**config.mk**
```make
export PLATFORM = sky130hd
export DESIGN_NAME = cell_access
export DESIGN_NICKNAME = d
export VERILOG_FILES = /design/src/rtl/cell_access.sv
export SDC_FILE = /design/constraint.sdc
export NUM_CORES = 1
export LEC_CHECK = 0
export ABC_AREA = 0
export BUFFER_PORTS_ARGS = -buffer_cell sky130_fd_sc_hd__buf_2
export CAP_MARGIN = 5
export CORE_ASPECT_RATIO = 1.1
export CORE_MARGIN = 4
export CORE_UTILIZATION = 45
export DETAILED_ROUTE_END_ITERATION = 6
export PLACE_DENSITY = 0.69
export SLEW_MARGIN = 10
export SYNTH_ARGS = -nofsm -noshare
export SYNTH_HDL_FRONTEND = slang
export SYNTH_SLANG_ARGS = --single-unit
```
**constraint.sdc**
```tcl
create_clock -name clk -period 5 [get_ports clk]
set_clock_uncertainty 0.1 [all_clocks]
set_input_delay 0.5 -clock clk [delete_from_list [all_inputs] [get_ports clk]]
set_output_delay 0.5 -clock clk [all_outputs]
set_load 0.005 [all_outputs]
```
**src/rtl/cell_access.sv**
```systemverilog
// cell_access: sequences one cell or byte request into little-endian byte accesses on a byte-wide synchronous memory.
// Optional CELL_ACCESS_ALIGN_CHK_EN rejects misaligned cell requests with an err pulse instead of accessing memory.
module cell_access #(
    parameter int ASZ = 16,
    parameter int DSZ = 8,
    parameter int NB  = 4
) (
    input  logic              clk,
    input  logic              rst,
    input  logic              req,
    output logic              rdy,
    input  logic              wr,
    input  logic              bsel,
    input  logic [ASZ-1:0]    addr,
    input  logic [NB*DSZ-1:0] wdata,
    output logic [NB*DSZ-1:0] rdata,
    output logic              done,
    output logic              err,
    output logic              mem_we,
    output logic [ASZ-1:0]    mem_a,
    output logic [DSZ-1:0]    mem_i,
    input  logic [DSZ-1:0]    mem_o
);
    localparam int IW = NB > 1 ? $clog2(NB) : 1;
    typedef enum logic [2:0] {IDLE, WRITE, READ, DRAIN, DONE} state_t;
    state_t state, state_nx;
    logic [IW-1:0] idx, last, cidx;
    logic [NB*DSZ-1:0] wbuf;
    logic err_r, acc, misal, at_last, cap;
    assign acc     = req && rdy;
    assign at_last = idx == last;
    assign rdy     = state == IDLE && !rst;
    assign done    = state == DONE;
    assign err     = done && err_r;
    assign mem_we  = state == WRITE;
    // mem_o carries the byte addressed one cycle earlier
    assign cap     = (state == READ && idx != '0) || state == DRAIN;
    assign cidx    = state == DRAIN ? last : idx - 1'b1;
`ifdef CELL_ACCESS_ALIGN_CHK_EN
    assign misal = !bsel && addr[IW-1:0] != '0;
`else
    assign misal = 1'b0;
`endif
    always_ff @(posedge clk or posedge rst)
        if (rst) state <= IDLE;
        else state <= state_nx;
    always_comb begin
        state_nx = state;
        case (state)
            IDLE:    if (acc) state_nx = misal ? DONE : wr ? WRITE : READ;
            WRITE:   if (at_last) state_nx = DONE;
            READ:    if (at_last) state_nx = DRAIN;
            DRAIN:   state_nx = DONE;
            default: state_nx = IDLE;
        endcase
    end
    always_ff @(posedge clk or posedge rst) begin
        if (rst) begin
            idx   <= '0;
            last  <= '0;
            wbuf  <= '0;
            err_r <= 1'b0;
            rdata <= '0;
            mem_a <= '0;
            mem_i <= '0;
        end else begin
            if (acc) begin
                idx   <= '0;
                last  <= bsel ? '0 : IW'(NB - 1);
                err_r <= misal;
                wbuf  <= wdata >> DSZ;
                if (!misal) mem_a <= addr;
                if (!misal && wr) mem_i <= wdata[DSZ-1:0];
                if (!misal && !wr) rdata <= '0;
            end
            if ((state == WRITE || state == READ) && !at_last) begin
                idx   <= idx + 1'b1;
                mem_a <= mem_a + 1'b1;
            end
            if (state == WRITE && !at_last) begin
                mem_i <= wbuf[DSZ-1:0];
                wbuf  <= wbuf >> DSZ;
            end
            if (cap) rdata[cidx*DSZ +: DSZ] <= mem_o;
        end
    end
endmodule

```
==> results.cfg, run 1 <==
[run_status]
status = finished, final reports clean

[run]
maxCapViolations = 0

[synth]
synth_fa_ha_area_frac = 0.0154
synth_compound_area_frac = 0.195
yosys-top-cells-count = dfrtp_1, nand2_1, a22o_1
yosysMostFrequentCell = dfrtp_1
synthXorXnorAreaFrac = 0.00400
synthTopCellsByArea = dfrtp_1, a22o_1, a221o_1
synth_ff_type = dfrtp_1
synthSimpleGateAreaFrac = 0.183
synth_cell_types = 51
synth_top_family_by_area = compound AO/OA/AOI/OAI gates
syn-num-nets = 445
muxShareOfSynthArea = 0.0299
avgSynthCellArea_um2 = 10.7
postSynth.asyncResetShare = 1.00
yosys_register_bits = 86
synth.largest_area_cell = dfrtp_1
synth_warnings = 0
synthCells = 379
syn-cell-area_um2 = 4060
synth_top_area_frac = 0.530
synth-edff-count = 0
synth_seq_area_share = 0.530

[clock_network]
cts_hold_buffers = 0
post-cts-setup-buffers = 0
cts.repair.resized = 0
cts_sinks = 86
insertion_delay_ps = 360
cts_max_level = 3
cts_tree = built
cts_buffers = 9
cts_root_buf = clkbuf_8
path_clk_slew_ps = 80
cts.path.max_buffers = 2

[timing]
rsz0062_at_grt = false
final_max_slew_viol_count = 0
min_period_over_period = 0.637
setup_viol = 0
fmax_mhz = 314
tightest_slew_ps = 1060
hold_viol = 0
slew_headroom = 0.288
final.setup.tns_ps = 0
min_period_ps = 3180

[critical_path]
r2r_end = rdata[13]
slowest_delay_ps = 630
cpLargestDelayFamily = compound AO/OA/AOI/OAI gates
path_class = register to register
cp_max_fo = 14
crit_required_ps = 5190
crit_buf_inv = 1
rr_worst_depth = 7
crit_arrival_ps = 3370
rrSetupSlack_ps = 1820
crit_chain = nand3b_1, a21oi_1, inv_1, ha_1, a2111oi_0, and3_1, a22o_1
critPathCaptureType = register
critPathLaunchType = register
cpMaxStageDelayCell = a2111oi_0
r2r-start = state[2]

[die]
die-height_um = 108
io_pins = 121
rows = 36
die-area_um2 = 10600
core_area_um2 = 8830
die_w_um = 98.6
start_util = 0.460

[placement]
numPortBuffers = 119
dp_hpwl_um = 7320
placed_cell_area_um2 = 4710
gp_congestion = 0.839

[pwr]
total_power_mw = 2.77
power_leakage_nw = 2.54
powerDensity_nw_per_um2 = 563
ir_drop_v = 0.000262

[drt]
drt_iter0_markers = 202
vias_per_cell = 5.78
vias = 3496
ant_nets = 0
drt-total-wl_um = 10400
route.detailed.drc = 0
wl_per_cell_um = 17.2
first_pass_iters = 5

[finish]
area_delta_synth_final_pct = 21.2
fin_area_um2 = 4930
final_layout_size_suffix_gt1_frac = 0.301
nets = 552
insertedDiodeCount = 0
final_core_util = 0.558

[global_routing]
grt-ovfl-total = 0
grt_pass1_vias = 3457
grt_max_degree = 45
grtUsageTotal = 0.201
antenna_found_initial = 0
grt_first_pass_wirelength_um = 17200

[hold_path]
worstHoldPathType = input port to async pin
[cells in the final DEF (no fill, tap or decap), types with 3 or more instances in the layout]
master and instances:
a211oi_1 4, a21oi_1 18, a221o_1 17, a22o_1 32, a311oi_1 3, and2_1 5
and3_1 23, buf_2 119, buf_4 5, clkbuf_8 10, clkinv_2 3, dfrtp_1 86
ha_1 5, inv_1 9, mux2i_1 11, nand2_1 35, nand3_1 21, nand4_1 5
nor2_1 21, nor3_1 4, nor4_1 3, o311ai_0 3, o32ai_1 4, or4_1 5
[power breakdown]
group          internal, mW  total (mW)  switching (mW)
Combinational         0.497        1.08           0.583
Clock                 0.294       0.533           0.239
Sequential            0.938        1.16           0.223
[worst register-to-register path, stage by stage, from the launching register on]
cell and delay (ps):
dfrtp_1 540, nand3b_1 320, a21oi_1 440, inv_1 120
ha_1 340, a2111oi_0 630, and3_1 460, a22o_1 190
[final cells by class]
type	instances	area (µm²)
clock inverters	4	70.1
well taps	114	143
flip-flops and latches	86	2150
multi-input cells	255	1750
repair buffers	124	633
clock buffers	12	145
inverters	10	38.8
fillers	825	3900
[kinds of logic (layout without fill, tap and decap cells)]
group,Yosys count,count (layout)
adder cells (fa/ha/maj),5,5
other,1,1
buffers and inverters,38,150
AO/OA/AOI/OAI,99,99
AND/OR/NAND/NOR,137,137
multiplexers,12,12
XOR/XNOR,1,1
flip-flops,86,86
[flip-flops by register name (all words and copies together), names as in the netlist]
signal and cells:
idx 2, state 3, wbuf 24, rdata 32
last 1, mem_a 16, mem_i 8
[metrics by stage]
stage | worst slack (ps) | instances | hold WS (ps)
5_1_grt | 1480 | 605 | 212
2_1_floorplan | 2180 | 379 | 368
3_5_place_dp | 1890 | 589 | 386
4_1_cts | 1900 | 605 | 187
3_3_place_gp | 2250 | 589 | 380
6_report | 1820 | 605 | 163
[layer usage]
metal  wire (µm)  vias up  track usage  part of all wire
li1            -     1652            -                 -
met2        5000      128        0.320              0.48
met4         193        0       0.0790             0.019
met1        4600     1700        0.269              0.44
met5           0        -            0                 0
met3         607       16       0.0415             0.058
[worst max path at each step]
stage / depth (start not counted) / endpoint / slack [ps] / start
floorplan: 1 / idx[0] / 2180 / rst
global placement: 7 / rdata[19] / 2250 / state[2]
detailed placement: 7 / rdata[17] / 1890 / state[2]
CTS: 7 / rdata[17] / 1900 / state[2]
global route: 7 / rdata[19] / 1480 / state[2]
finish: 7 / rdata[13] / 1820 / state[2]
Power figures use the tool's default switching activity.
==> inputs of run 2 (changes only) <==
==> constraint.sdc (replaced) <==
create_clock -name clk -period 3.2 [get_ports clk]
set_clock_uncertainty 0.1 [all_clocks]
set_input_delay 0.32 -clock clk [delete_from_list [all_inputs] [get_ports clk]]
set_output_delay 0.32 -clock clk [all_outputs]
set_load 0.005 [all_outputs]
==> run 2 against run 1 <==
  * Maximum frequency up 12%
  * Worst hold slack got worse by 120 ps
  * Final area grew 1.1%
  * Clock-buffer cell count stayed put
  * Critical path type unchanged
==> results.cfg, run 2 (synthesis gave the netlist of run 1 again) <==
[finish]
top_register = rdata
layout.cells.non_filler = 610
fillCellCount = 848
nets = 557
insertedDiodeCount = 0
final_common_cell = buf_2
layout_common_cells = buf_2, dfrtp_1, nand2_1
final_layout_size_suffix_gt1_frac = 0.315
largestRegisters = rdata x32, wbuf x24, mem_a x16
largest_reg_flops = 32
final_core_util = 0.564
multi_input_area_um2 = 1750
area_delta_synth_final_pct = 22.6
regArea_um2 = 2150
fin_area_um2 = 4980

[critical_path]
critPathLaunchType = register
crit_arrival_ps = 3020
crit_path_start = state[2]
r2r_end = rdata[15]
r2r-start = state[2]
path_class = register to register
critPathCaptureType = register
rrSetupSlack_ps = 360
crit_required_ps = 3380
rr_worst_depth = 7
cp_max_fo = 14

[global_routing]
grtUsageTotal = 0.199
grt_first_pass_wirelength_um = 17100
grt_max_degree = 52
grt-ovfl-total = 0
antenna_found_initial = 0
grt_pass1_vias = 3455

[placement]
placed_cell_area_um2 = 4760
dp_hpwl_um = 7440
dp_slack_ps = 258
gp_congestion = 0.818
numPortBuffers = 119
placed_cells = 594

[clock_network]
insertion_delay_ps = 350
cts_buffers = 9
cts.path.max_buffers = 2
cts.repair.resized = 0
cts_max_level = 3
cts_sinks = 86
path_clk_slew_ps = 90
post-cts-setup-buffers = 0
cts_root_buf = clkbuf_8
cts_hold_buffers = 0
cts_tree = built

[hold_path]
worstHoldPathType = input port to register
holdPathStages = 2
holdPathEnd = last[0]
min_from = bsel

[timing]
min_period_ps = 2840
slew_headroom = 0.414
final_max_slew_viol_count = 0
worst_hold_slack_ps = 47.6
fmax_mhz = 353
fin_ws_ps = 364
hold_viol = 0
setup_viol = 0
rsz0062_at_grt = false
final.setup.tns_ps = 0
tightest_slew_ps = 878
min_period_over_period = 0.886

[die]
rows = 36
die-height_um = 108
core_area_um2 = 8830
die_w_um = 98.6
io_pins = 121
die-area_um2 = 10600
start_util = 0.460

[drt]
drt-total-wl_um = 10300
vias_per_cell = 5.70
vias = 3480
ant_nets = 0
route.detailed.drc = 0
wl_per_cell_um = 17.0
first_pass_iters = 4
wl_met2_um = 5090
drt_iter0_markers = 210
dr_wl_met3_um = 527
drt-met1-wl_um = 4680
highest_layer = met4

[pwr]
total_power_mw = 4.35
power_leakage_nw = 2.58
powerDensity_nw_per_um2 = 873
ir_drop_v = 0.000363
comb_power_share = 0.395
swShare = 0.380
pwr-share-clk = 0.188
p_int_mw = 2.70
power_switching_mw = 1.65
power.share.sequential = 0.416

[run_status]
status = finished, final reports clean

[run]
maxCapViolations = 0
## run 2: final cells by class
class                      count  area share
clock inverter                 4      0.0105
sequential                    86       0.432
inverter                      10     0.00778
timing repair buffer         129       0.137
clock buffer                  12      0.0331
tap                          114      0.0286
multi-input combinational    255       0.351
## run 2: worst max path at each step
stage | endpoint | slack (ps)
after global placement | rdata[11] | 460
after floorplan | rdata[16] | 540
after global routing | rdata[19] | 80
after detailed placement | rdata[17] | 260
after CTS | rdata[15] | 240
final | rdata[15] | 360
## run 2: power by group through the flow
stage | clock (mW) | sequential, mW | combinational, mW
after floorplan | 0 | 1.72 | 1.23
after global placement | 0 | 1.81 | 1.69
after detailed placement | 0 | 1.83 | 1.73
after CTS | 0.838 | 1.81 | 1.73
after global routing | 0.888 | 1.88 | 1.92
final | 0.819 | 1.81 | 1.72
## run 2: per-layer routing
layer	track usage	vias to the layer above
met1	0.276	1715
met3	0.0434	4
met5	0	-
met4	0.0585	0
met2	0.315	92
li1	-	1669
## run 2: worst max-delay path: stages, from the launching register on
cell	delay (ps)
dfrtp_1	530
nand3b_1	320
a21oi_2	310
inv_1	120
ha_1	340
a2111oi_0	450
and3_1	420
a22o_1	190
